--- config.mk ---
export PLATFORM = sky130hd
export DESIGN_NAME = seg7_scan_driver
export DESIGN_NICKNAME = d
export VERILOG_FILES = /design/src/rtl/seg7_scan_driver.sv
export SDC_FILE = /design/constraint.sdc
export NUM_CORES = 1
export LEC_CHECK = 0
export ABC_AREA = 1
export CORE_UTILIZATION = 40
export DETAILED_ROUTE_END_ITERATION = 12
export PLACE_DENSITY = 0.62
export SYNTH_ARGS = -nofsm -noshare
export SYNTH_HDL_FRONTEND = slang
export SYNTH_SLANG_ARGS = --single-unit
--- constraint.sdc ---
create_clock -name i_clk -period 2.76 [get_ports i_clk]
set_input_delay 0.828 -clock i_clk [delete_from_list [all_inputs] [get_ports i_clk]]
set_output_delay 0.828 -clock i_clk [all_outputs]
set_load 0.03 [all_outputs]
--- src/rtl/seg7_scan_driver.sv ---
// Time-multiplexed driver for an N-digit common-anode 7-segment display.
// Scans from a clock-enable tick, with frame-coherent shadow registers, PWM dimming and dead time.
module seg7_scan_driver #(
    parameter int NUM_DIGITS = 8,
    parameter int CLK_HZ     = 100_000_000,
    parameter int SLOT_HZ    = 1000,
    parameter int BRIGHT_W   = 4
) (
    input  logic                    i_clk,
    input  logic                    i_reset_n,
    input  logic [4*NUM_DIGITS-1:0] i_data,
    input  logic [NUM_DIGITS-1:0]   i_dp,
    input  logic                    i_hex_mode,
    input  logic                    i_lz_blank,
    input  logic [BRIGHT_W-1:0]     i_brightness,
    input  logic                    i_enable,
    output logic [NUM_DIGITS-1:0]   o_digit_anodes_n,
    output logic [7:0]              o_digit_cathode_n,
    output logic                    o_frame_done
);

    localparam int TICK_DIV = CLK_HZ / SLOT_HZ;
    localparam int PRESC_W  = (TICK_DIV > 1) ? $clog2(TICK_DIV) : 1;
    localparam int IDX_W    = $clog2(NUM_DIGITS);

    localparam logic [PRESC_W-1:0]  PRESC_LAST = PRESC_W'(TICK_DIV - 1);
    localparam logic [IDX_W-1:0]    IDX_LAST   = IDX_W'(NUM_DIGITS - 1);
    localparam logic [BRIGHT_W-1:0] BRIGHT_MAX = {BRIGHT_W{1'b1}};

    logic [PRESC_W-1:0]      r_presc;
    logic [IDX_W-1:0]        r_idx;
    logic [BRIGHT_W-1:0]     r_pwm;
    logic [4*NUM_DIGITS-1:0] r_sh_data;
    logic [NUM_DIGITS-1:0]   r_sh_dp;
    logic                    r_sh_hex;
    logic                    r_sh_lz;
    logic [BRIGHT_W-1:0]     r_sh_bright;
    logic [NUM_DIGITS-1:0]   r_anodes_n;
    logic [7:0]              r_cathode_n;
    logic                    r_frame_done;

    logic                    w_tick;
    logic                    w_wrap;
    logic [PRESC_W-1:0]      w_presc_next;
    logic [IDX_W-1:0]        w_idx_next;
    logic [BRIGHT_W-1:0]     w_pwm_next;
    logic [4*NUM_DIGITS-1:0] w_data_next;
    logic [NUM_DIGITS-1:0]   w_dp_next;
    logic                    w_hex_next;
    logic                    w_lz_next;
    logic [BRIGHT_W-1:0]     w_bright_next;
    logic [3:0]              w_code;
    logic                    w_dp_bit;
    logic                    w_significant;
    logic                    w_seen;
    logic                    w_blank;
    logic                    w_pwm_on;
    logic                    w_lit;
    logic [7:0]              w_cathode_next;
    logic [NUM_DIGITS-1:0]   w_anodes_next;

    function automatic logic [6:0] seg_decode(input logic [3:0] code);
        case (code)
            4'h0: seg_decode = 7'h40;
            4'h1: seg_decode = 7'h79;
            4'h2: seg_decode = 7'h24;
            4'h3: seg_decode = 7'h30;
            4'h4: seg_decode = 7'h19;
            4'h5: seg_decode = 7'h12;
            4'h6: seg_decode = 7'h02;
            4'h7: seg_decode = 7'h78;
            4'h8: seg_decode = 7'h00;
            4'h9: seg_decode = 7'h10;
            4'hA: seg_decode = 7'h08;
            4'hB: seg_decode = 7'h03;
            4'hC: seg_decode = 7'h46;
            4'hD: seg_decode = 7'h21;
            4'hE: seg_decode = 7'h06;
            default: seg_decode = 7'h0E;
        endcase
    endfunction

    // Outputs are registered from next-state values so the cathode changes in the dead cycle itself.
    assign w_tick       = (r_presc == PRESC_LAST);
    assign w_wrap       = w_tick && (r_idx == IDX_LAST);
    assign w_presc_next = w_tick ? '0 : r_presc + PRESC_W'(1);
    assign w_idx_next   = w_wrap ? '0 : (w_tick ? r_idx + IDX_W'(1) : r_idx);
    assign w_pwm_next   = r_pwm + BRIGHT_W'(1);

    assign w_data_next   = w_wrap ? i_data       : r_sh_data;
    assign w_dp_next     = w_wrap ? i_dp         : r_sh_dp;
    assign w_hex_next    = w_wrap ? i_hex_mode   : r_sh_hex;
    assign w_lz_next     = w_wrap ? i_lz_blank   : r_sh_lz;
    assign w_bright_next = w_wrap ? i_brightness : r_sh_bright;

    // Walk from the most significant digit down; a digit is significant once any nonzero digit has been seen.
    always_comb begin
        w_code        = '0;
        w_dp_bit      = 1'b0;
        w_significant = 1'b0;
        w_seen        = 1'b0;
        for (int k = NUM_DIGITS - 1; k >= 0; k--) begin
            w_seen = w_seen | (|w_data_next[4*k +: 4]);
            if (w_idx_next == IDX_W'(k)) begin
                w_code        = w_data_next[4*k +: 4];
                w_dp_bit      = w_dp_next[k];
                w_significant = w_seen | (k == 0);
            end
        end
    end

    assign w_blank        = (w_lz_next && !w_significant) || (!w_hex_next && (w_code > 4'd9));
    assign w_cathode_next = w_blank ? 8'hFF : {~w_dp_bit, seg_decode(w_code)};

    assign w_pwm_on = (w_bright_next == BRIGHT_MAX) || (w_pwm_next < w_bright_next);
    assign w_lit    = i_enable && !w_tick && w_pwm_on;

    always_comb begin
        w_anodes_next = '1;
        for (int k = 0; k < NUM_DIGITS; k++) begin
            w_anodes_next[k] = !(w_lit && (w_idx_next == IDX_W'(k)));
        end
    end

    always_ff @(posedge i_clk or negedge i_reset_n) begin
        if (!i_reset_n) begin
            r_presc      <= '0;
            r_idx        <= '0;
            r_pwm        <= '0;
            r_sh_data    <= '0;
            r_sh_dp      <= '0;
            r_sh_hex     <= 1'b0;
            r_sh_lz      <= 1'b0;
            r_sh_bright  <= '0;
            r_anodes_n   <= '1;
            r_cathode_n  <= 8'hFF;
            r_frame_done <= 1'b0;
        end else begin
            r_presc      <= w_presc_next;
            r_idx        <= w_idx_next;
            r_pwm        <= w_pwm_next;
            r_sh_data    <= w_data_next;
            r_sh_dp      <= w_dp_next;
            r_sh_hex     <= w_hex_next;
            r_sh_lz      <= w_lz_next;
            r_sh_bright  <= w_bright_next;
            r_anodes_n   <= w_anodes_next;
            r_cathode_n  <= w_cathode_next;
            r_frame_done <= w_wrap;
        end
    end

    assign o_digit_anodes_n  = r_anodes_n;
    assign o_digit_cathode_n = r_cathode_n;
    assign o_frame_done      = r_frame_done;

endmodule

Word-level counts from Yosys, hierarchy flattened --
Memory sizes are Yosys's and may differ from the RTL's. Index checks and enable logic that the tools add are counted.
Word-level totals: bits in registers 87, memory bits (read-only) 112, input bits 49, logic and storage cells 101, memories 1
Cells by class: $add $sub $neg 3, magnitude comparators 2, equality and inequality tests 10, mux-type cells 33, bitwise logic cells 7, reduce and logical (&&, ||, !) cells 34
Memory list:
- (name not given) | words 16, bits a word 7, rd ports 1, clocked after memory_dff 0, write ports 0, RTL line 63 | case (code)
Operators by type and width (number):
- two-way mux 4 bit | 9
- two-way mux 32 bit | 1
- OR reduction 4 bit | 7
- two-way mux 1 bit | 18
- adder 17 x 1 -> 17 bit, second input constant | 1
- equality test 17 bit, second input constant | 1
- two-way mux 17 bit | 1
- two-way mux 8 bit | 2
- equality test 3 bit, second input constant | 5
- logical AND 1 bit | 13
- zero test 1 bit | 11
- equality test 3 x 2 -> 1 bit, second input constant | 2
- two-way mux 3 bit | 2
- OR 1 bit | 6
- adder 4 x 1 -> 4 bit, second input constant | 1
- equality test 4 bit, second input constant | 1
- > comparator 4 bit, second input constant | 1
- less-than comparator 4 bit | 1
- adder 3 x 1 -> 3 bit, second input constant | 1
- equality test 3 x 1 -> 1 bit, second input constant | 1
- zero test 3 bit | 1
- logical OR 1 bit | 2
- inverter 1 bit | 1

Depth between registers and ports, before layout --
Gate-level depths: netlist of run 1.
word-level depth 16, mapped depth 23

Worst setup path after synthesis of run 1 --
No wires, ideal clock.
kind flip-flop to flip-flop, from reg r_idx[0], to reg r_cathode_n[4] (netlist: o_digit_cathode_n[4]), setup time 0.060 ns, arrival time 2.575 ns, data required time 2.700 ns, path slack 0.125 ns, cell stages (with the launch flop) 19, period minus slack after synthesis 2.635 ns, cell sequence dfrtp_1 ha_1 ha_1 buf_2 nand3_2 buf_6 buf_6 buf_2 buf_2 nand2_1 nand3_1 nand2_1 inv_1 ha_1 nand3_2 or2_0 nand2_1 inv_1 nand2_1
Between the ends: word-level cells in the longest chain between the ends 16, elaborated cells on any way between the ends 53, classes of those cells add/sub: 1; order compare: 1; eq/ne: 8; mux: 22; bitwise: 6; reduce/logical: 14; memory: 1
RTL lines:
- start: declaration | RTL line 31 | logic [IDX_W-1:0] r_idx;
- start signal: assignment | RTL line 140 | r_idx <= w_idx_next;
- adder 3 x 1 -> 3 bit / equality test 3 bit (equally long branches) | RTL line 87, 85
- two-way mux 3 bit / logical AND 1 bit (equally long branches) | RTL line 87, 85
- two-way mux 3 bit / two-way mux 32 bit (equally long branches) | RTL line 87, 90
- equality test 3 bit / OR reduction 4 bit (equally long branches) | RTL line 104, 103
- two-way mux 4 bit, or another cell as far along (6 in a row) | RTL line 104 | if (w_idx_next == IDX_W'(k)) begin
- two-way mux 4 bit / two-way mux 1 bit (equally long branches) (2 in a row) | RTL line 104
- > comparator 4 bit / zero test 1 bit (equally long branches) | RTL line 112 | assign w_blank = (w_lz_next && !w_significant) || (!w_hex_next && (w_code > 4'd9));
- logical AND 1 bit | RTL line 112
- logical OR 1 bit | RTL line 112
- two-way mux 8 bit * | RTL line 113 | assign w_cathode_next = w_blank ? 8'hFF : {~w_dp_bit, seg_decode(w_code)};
- net w_cathode_next[4] | RTL line 59 | logic [7:0] w_cathode_next;
- end signal: assignment | RTL line 148 | r_cathode_n <= w_cathode_next;
- end: declaration | RTL line 39 | logic [7:0] r_cathode_n;
The timed path passes the listed nets; every way through them passes the cells marked *.

Worst setup path after layout of run 1 --
from reg r_presc[1], to reg r_cathode_n[4] (netlist: o_digit_cathode_n[4])
Between the ends: elaborated cells on any way between the ends 52, classes of those cells order compare: 1; eq/ne: 8; mux: 22; bitwise: 6; reduce/logical: 14; memory: 1
RTL lines:
- start: declaration | RTL line 30 | logic [PRESC_W-1:0] r_presc;
- start signal: assignment | RTL line 139 | r_presc <= w_presc_next;
- equality test 17 bit * | RTL line 84 | assign w_tick = (r_presc == PRESC_LAST);
- logical AND 1 bit * | RTL line 85 | assign w_wrap = w_tick && (r_idx == IDX_LAST);
- two-way mux 32 bit * | RTL line 90 | assign w_data_next = w_wrap ? i_data : r_sh_data;
- net w_data_next[20] | RTL line 47 | logic [4*NUM_DIGITS-1:0] w_data_next;
- parallel branches: the longest is 11 deep, another holds > comparator 4 bit
- two-way mux 8 bit * | RTL line 113
- net w_cathode_next[4] | RTL line 59
Mark *: on every way through the listed nets, which the timed path passes.

==> results of run 1 <==
## registers in the layout (all words and copies together), names as in the netlist, 3 cells and up
register and cells:
r_sh_data 32, o_digit_cathode_n 8, r_pwm 4, r_presc 17, r_sh_bright 4, r_sh_dp 8, o_digit_anodes_n 8, r_idx 3
## routing by layer
metal  vias to the layer above  global-route usage  part of all wire
met3                        20             0.04391             0.038
met4                         0             0.08978             0.026
met5                         -                   0                 0
li1                       2130                   -                 -
met2                        85              0.2994              0.48
met1                      1983              0.2395              0.45
## power breakdown
part | internal [uW] | switching, uW | leakage (uW)
Sequential | 1280 | 0.308 | 0.000920
Combinational | 63.4 | 40.5 | 0.00213
Clock | 703 | 485 | 0.000151
## what timing repair did
action	CTS	global route
endpoints found under the setup margin	8	17
setup buffers	0	18
gates cloned	0	3
hold buffers	0	0
pin swaps	3	42
resized for setup	10	115
## cell usage in the layout, fill, tap and decap left out, types with 2 or more instances in the layout
cell / count
nand2_4: 15
nor2_2: 5
or2_2: 3
clkbuf_16: 11
nand3_4: 6
nand4_1: 22
clkdlybuf4s50_1: 64
nor2_4: 11
o21ai_0: 13
a211oi_1: 2
dfrtp_1: 70
nand3_2: 13
a21oi_2: 4
buf_4: 52
nor3_4: 2
nand2_1: 177
nand3_1: 18
inv_4: 3
ha_2: 3
buf_6: 6
a21oi_1: 10
o211ai_1: 2
o21a_1: 2
buf_12: 4
inv_1: 73
o21ai_4: 3
inv_2: 11
nor3_1: 5
ha_4: 6
o21ai_1: 4
nand2_2: 23
clkinv_2: 3
nor2_1: 35
clkbuf_8: 4
o21ai_2: 7
dfstp_2: 16
xor2_1: 3
ha_1: 4
## cell type report
class                           instances  area [um^2]  area share
Clock buffer                           13        280.3     0.04138
Clock inverter                          3        15.01    0.002217
Inverter                               90        357.8     0.05284
Multi-Input combinational cell        408         2514      0.3711
Sequential cell                        87         2198      0.3246
Tap cell                              143        178.9     0.02642
Timing Repair Buffer                  128         1229      0.1814
## final timing paths
kind                            startpoint                   end  slack, ns
worst max-delay path            r_presc[1]  o_digit_cathode_n[4]      -0.05
worst min-delay path             i_reset_n           r_presc[10]       0.41
worst max register to register  r_presc[1]  o_digit_cathode_n[4]      -0.05
worst min register to register  r_sh_dp[4]            r_sh_dp[4]       0.47
max in group asynchronous        i_reset_n  o_digit_cathode_n[5]       1.66
min in group i_clk              r_sh_dp[4]            r_sh_dp[4]       0.47
## per-stage QoR
stage / utilization / total power, uW / cell area [um^2] / hold WS [ns] / setup slack, ns
4_1_cts: 0.5340 / 2598 / 6123 / 0.4267 / 0.002982
6_report: 0.5906 / 2571 / 6773 / 0.4124 / -0.04617
3_3_place_gp: 0.5055 / 1405 / 5797 / 0.4578 / -0.1670
2_1_floorplan: - / 1306 / 4710 / 0.4309 / 0.1249
3_5_place_dp: 0.5055 / 1406 / 5797 / 0.4578 / -0.1723
5_1_grt: 0.5906 / 2663 / 6773 / 0.4415 / -0.2048
## logic make-up after synthesis
kind of cell | count (synthesis) | synth area share
simple gates | 340 | 0.3350
buf+inv | 104 | 0.09352
flops | 87 | 0.4665
compound gates | 50 | 0.06296
fa+ha+maj | 13 | 0.03454
xor+xnor | 4 | 0.007440
## worst max-delay path, cell delays in order, from the launching register on
cell and delay (ns):
dfrtp_1 0.39, ha_4 0.16, nand3_4 0.10, buf_6 0.14, nor2_4 0.10, nand3_4 0.20
clkbuf_16 0.25, nand2_4 0.06, nand2_4 0.05, nand4_1 0.08, nand3_1 0.10, nor2_2 0.17
nand4_1 0.12, nand2_2 0.17, inv_4 0.08, ha_4 0.18, nand3_4 0.08, nand3_2 0.08
nand2_2 0.08, inv_4 0.06, nand2_1 0.06
==> impl_metrics.ini, run 1 <==
[status]
status = finished with violations
violations = setup timing

[synth]
syn_avg_cell_area_um2 = 7.875
yosysUniqueCellTypes = 41
async_flop_share = 1.000
yosysTopAreaCell = dfrtp_1
synth_common_cells = nand2_1 (202), inv_1 (78), dfrtp_1 (71), nor2_1 (43), nand3_1 (31)
synth_edf_count = 0
synthTopCellsByArea = dfrtp_1 (38%), nand2_1 (16%), dfstp_2 (8.9%)
synth-seq-cells = 87
ys_warn_count = 0
yosysMostFrequentCell = nand2_1
syn-cell-area_um2 = 4710
ys.flop_type = dfrtp_1
ys_seq_area_frac = 0.4665
synthCells = 598
synth_fp_nets = 660
synth_top_area_share = 0.3773

[floorplan]
die_w_um = 110.5
die_area_um2 = 12210
rows = 39
start_util = 0.4107
die_y_um = 110.5
coreArea_um2 = 11470
ios = 66

[sta]
tightest_slew_ns = 0.5113
timing.final.crit_period_ns = 2.806
setup_violations = 8
finalCritPeriodShare = 1.017
finClkSkew_ns = 0.005110
layout_setup_ws_ns = -0.04617
rsz0062_at_grt = yes
slew_violations = 0
setup_tns_ns = -0.3230
timing.fmax_ghz = 0.3564
max_slew_margin = 0.6560
finalHoldViolations = 0

[cells_and_area]
drive_gt1_frac = 0.2990
final_cells = 872
syn2layout_area_growth_pct = 43.81
antenna-diode-count = 0
nFillCells = 989
fin_nets = 786

[setup_path]
worstSetupPathType = flip-flop to flip-flop
cp.required_ns = 3.05
critPathCaptureType = flip-flop
reg2reg_depth = 20
cp-start-kind = flip-flop
worst_ep_arrival_time_ns = 3.10
cp_max_fo = 8

[drt]
ant_nets = 0
vias = 4218
route.final.wire_length_um = 11730
route.detailed.drc = 0
vias_per_cell = 4.837
drt_pass1_iterations = 4
wl_per_cell_um = 13.45
drt-initial-drc-count = 173

[place]
dp.cells = 835
routabilityCongestion = 0.8628
port_buffers = 65
dp_hpwl_um = 8178

[global_route]
track_usage = 0.1874
grt_pass1_vias = 4023
grt_pass1_wl_um = 18240
grt_antenna_before_repair = 0
grt_max_degree = 57
grt_overflow = 0

[job]
maxCapViolations = 0

[cts]
clkSinkCount = 87
clockRootBuffer = clkbuf_16
cts_buffers = 9
cts.path.max_buffers = 2
cts_tree = built
clock_latency_ns = 0.35
htreeDepth = 3
cts.reportedPaths.clkPinSlew_ns = 0.06

[worst_hold_path]
hp-class = primary input to async pin

[power]
power_density_nw_per_um2 = 379.5
leakage_uw = 0.003201
peakVddDrop_mv = 0.3332
(Power assumes the default switching activity.)
==> inputs of run 2 (changes only) <==
Settings changed: SLEW_MARGIN set to 5.
==> results of run 2 <==
No change in the layout: final DEF, timing and power equal those of run 1.
==> inputs of run 3 (changes only) <==
Settings changed: CORE_MARGIN set to 2, GPL_ROUTABILITY_DRIVEN set to 1.
==> impl_metrics.ini, run 3 (synthesis results as in run 1) <==
[status]
violations = setup timing
status = finished with violations

[floorplan]
rows = 39
coreArea_um2 = 11470
die_y_um = 112.5
die_w_um = 112.5
die_area_um2 = 12660
start_util = 0.4107
ios = 66

[cts]
clkSinkCount = 87
cts_tree = built
cts_buffers = 9
clock_latency_ns = 0.35
clockRootBuffer = clkbuf_16
htreeDepth = 3
cts.path.max_buffers = 2
cts.reportedPaths.clkPinSlew_ns = 0.06

[sta]
max_slew_margin = 0.6838
timing.fmax_ghz = 0.3527
finClkSkew_ns = 0.006423
finalCritPeriodShare = 1.027
rsz0062_at_grt = yes
setup_violations = 8
slew_violations = 0
timing.final.crit_period_ns = 2.835
finalHoldViolations = 0
tightest_slew_ns = 0.4743
layout_setup_ws_ns = -0.07504

[drt]
vias = 4263
drt-initial-drc-count = 219
route.detailed.drc = 0
vias_per_cell = 4.839
route.final.wire_length_um = 11890
wl_per_cell_um = 13.49
ant_nets = 0
drt_pass1_iterations = 4

[setup_path]
worst_ep_arrival_time_ns = 3.10
critPathCaptureType = flip-flop
cp-start-kind = flip-flop
cp-endpoint = o_digit_cathode_n[5]
r2r_start = r_presc[1]
regToRegSetupSlack_ns = -0.08
reg2reg_depth = 20
cp.required_ns = 3.03
cp_max_fo = 8
r2r_end = o_digit_cathode_n[5]
critPathLaunch = r_presc[1]
worstSetupPathType = flip-flop to flip-flop

[cells_and_area]
final_cells = 881
fin_nets = 795
largest_registers = r_sh_data (32), r_presc (17)
final_area_um2 = 6516
final_common_cell = nand2_1
drive_gt1_frac = 0.2425
top_register = r_sh_data
largest_reg_flops = 32
syn2layout_area_growth_pct = 38.36
layout_common_cells = nand2_1 (199), inv_1 (75), dfrtp_1 (70), buf_4 (68), clkdlybuf4s50_1 (64)
antenna-diode-count = 0

[power]
leakage_uw = 0.003196
p_seq_frac = 0.471
power_density_nw_per_um2 = 416.8
peakVddDrop_mv = 0.3604
internal-power_uw = 2183
clkPwrFrac = 0.491
combPwrFrac = 0.038
power_uw = 2716
switchingPower_uw = 533.2
sw_frac_of_total = 0.1963

[place]
placed_area_um2 = 5797
pre_cts_ws_ns = -0.2437
routabilityCongestion = 0.8728
port_buffers = 65
dp_hpwl_um = 8420
dp.cells = 835

[global_route]
grt_max_degree = 55
grt_antenna_before_repair = 0
grt_pass1_wl_um = 19200
grt_pass1_vias = 4108
busiest_layer = met2
use_met2 = 0.3040
grt_overflow = 0
grtUsageMet1 = 0.2499
track_usage = 0.1885
met3_usage = 0.03726

[job]
maxCapViolations = 0

[worst_hold_path]
hp-class = primary input to async pin
==> run 3: changes by cell type in the layout (fill, tap and decap cells not counted), sizes merged <==
cell,before,now
bufinv,0,2
clkinv,4,1
buf,62,72
clkbuf,15,14
clkinvlp,0,1
==> run 3: worst min path at each step <==
| stage | to | cells past startpoint |
|---|---|---|
| after floorplan | r_presc[0] | 1 |
| after global placement | r_sh_dp[4] | 2 |
| after detailed placement | r_sh_data[1] | 2 |
| after CTS | r_presc[5] | 1 |
| after global routing | r_presc[5] | 1 |
| final | r_presc[10] | 1 |
==> run 3: timing repair <==
item / 4_1_cts / 5_1_grt
endpoints found under the setup margin: 8 / 17
pin swaps: 4 / 16
hold buffers: 0 / 0
buffers inserted: 8 / 20
cloned: 1 / 1
gates resized for setup: 13 / 33
==> run 3: cell type report <==
type / count / area [um^2]
Clock buffer: 13 / 260.3
Clock inverter: 3 / 65.06
Fill cell: 1017 / 4951
Inverter: 90 / 346.6
Multi-Input combinational cell: 408 / 2220
Sequential cell: 87 / 2198
Tap cell: 143 / 178.9
Timing Repair Buffer: 137 / 1247
==> run 3: metal layers <==
layer	share of wire	up-vias	routed length, um
met5	0	-	0
met4	0.023	0	272
met3	0.038	25	446
met2	0.49	94	5786
met1	0.45	1987	5380
li1	-	2157	-
==> run 3: power groups by stage <==
stage                     Sequential (uW)  Clock [uW]  Combinational [uW]
after CTS                            1280        1360                 106
after global placement               1300           0                 105
after floorplan                      1300           0                3.72
after global routing                 1280        1410                 113
final                                1280        1330                 103
after detailed placement             1300           0                 106
==> run 3: through the flow <==
| step | utilization | hold WS (ns) | TNS [ns] |
|---|---|---|---|
| 4_1_cts | 0.5433 | 0.4479 | 0 |
| 3_3_place_gp | 0.5055 | 0.4595 | -1.426 |
| 6_report | 0.5682 | 0.4373 | -0.4184 |
| 2_1_floorplan | - | 0.4309 | 0 |
| 3_5_place_dp | 0.5055 | 0.4619 | -1.886 |
| 5_1_grt | 0.5682 | 0.4651 | -1.933 |
==> run 3: worst max-delay path, cell delays in order (launching register included) <==
cell and delay (ns):
dfrtp_1 0.40, ha_4 0.17, nand3_4 0.11, inv_1 0.07, nand2_1 0.08, nor2_4 0.15, o211ai_1 0.15, nand2_2 0.18
buf_4 0.15, nor2_4 0.03, nand3_1 0.08, nand3_1 0.08, nor2_2 0.14, nand4_1 0.11, nand2_2 0.17, ha_2 0.21
nand3_2 0.10, nand3_2 0.10, nand2_1 0.06, inv_2 0.12, nand2_1 0.09
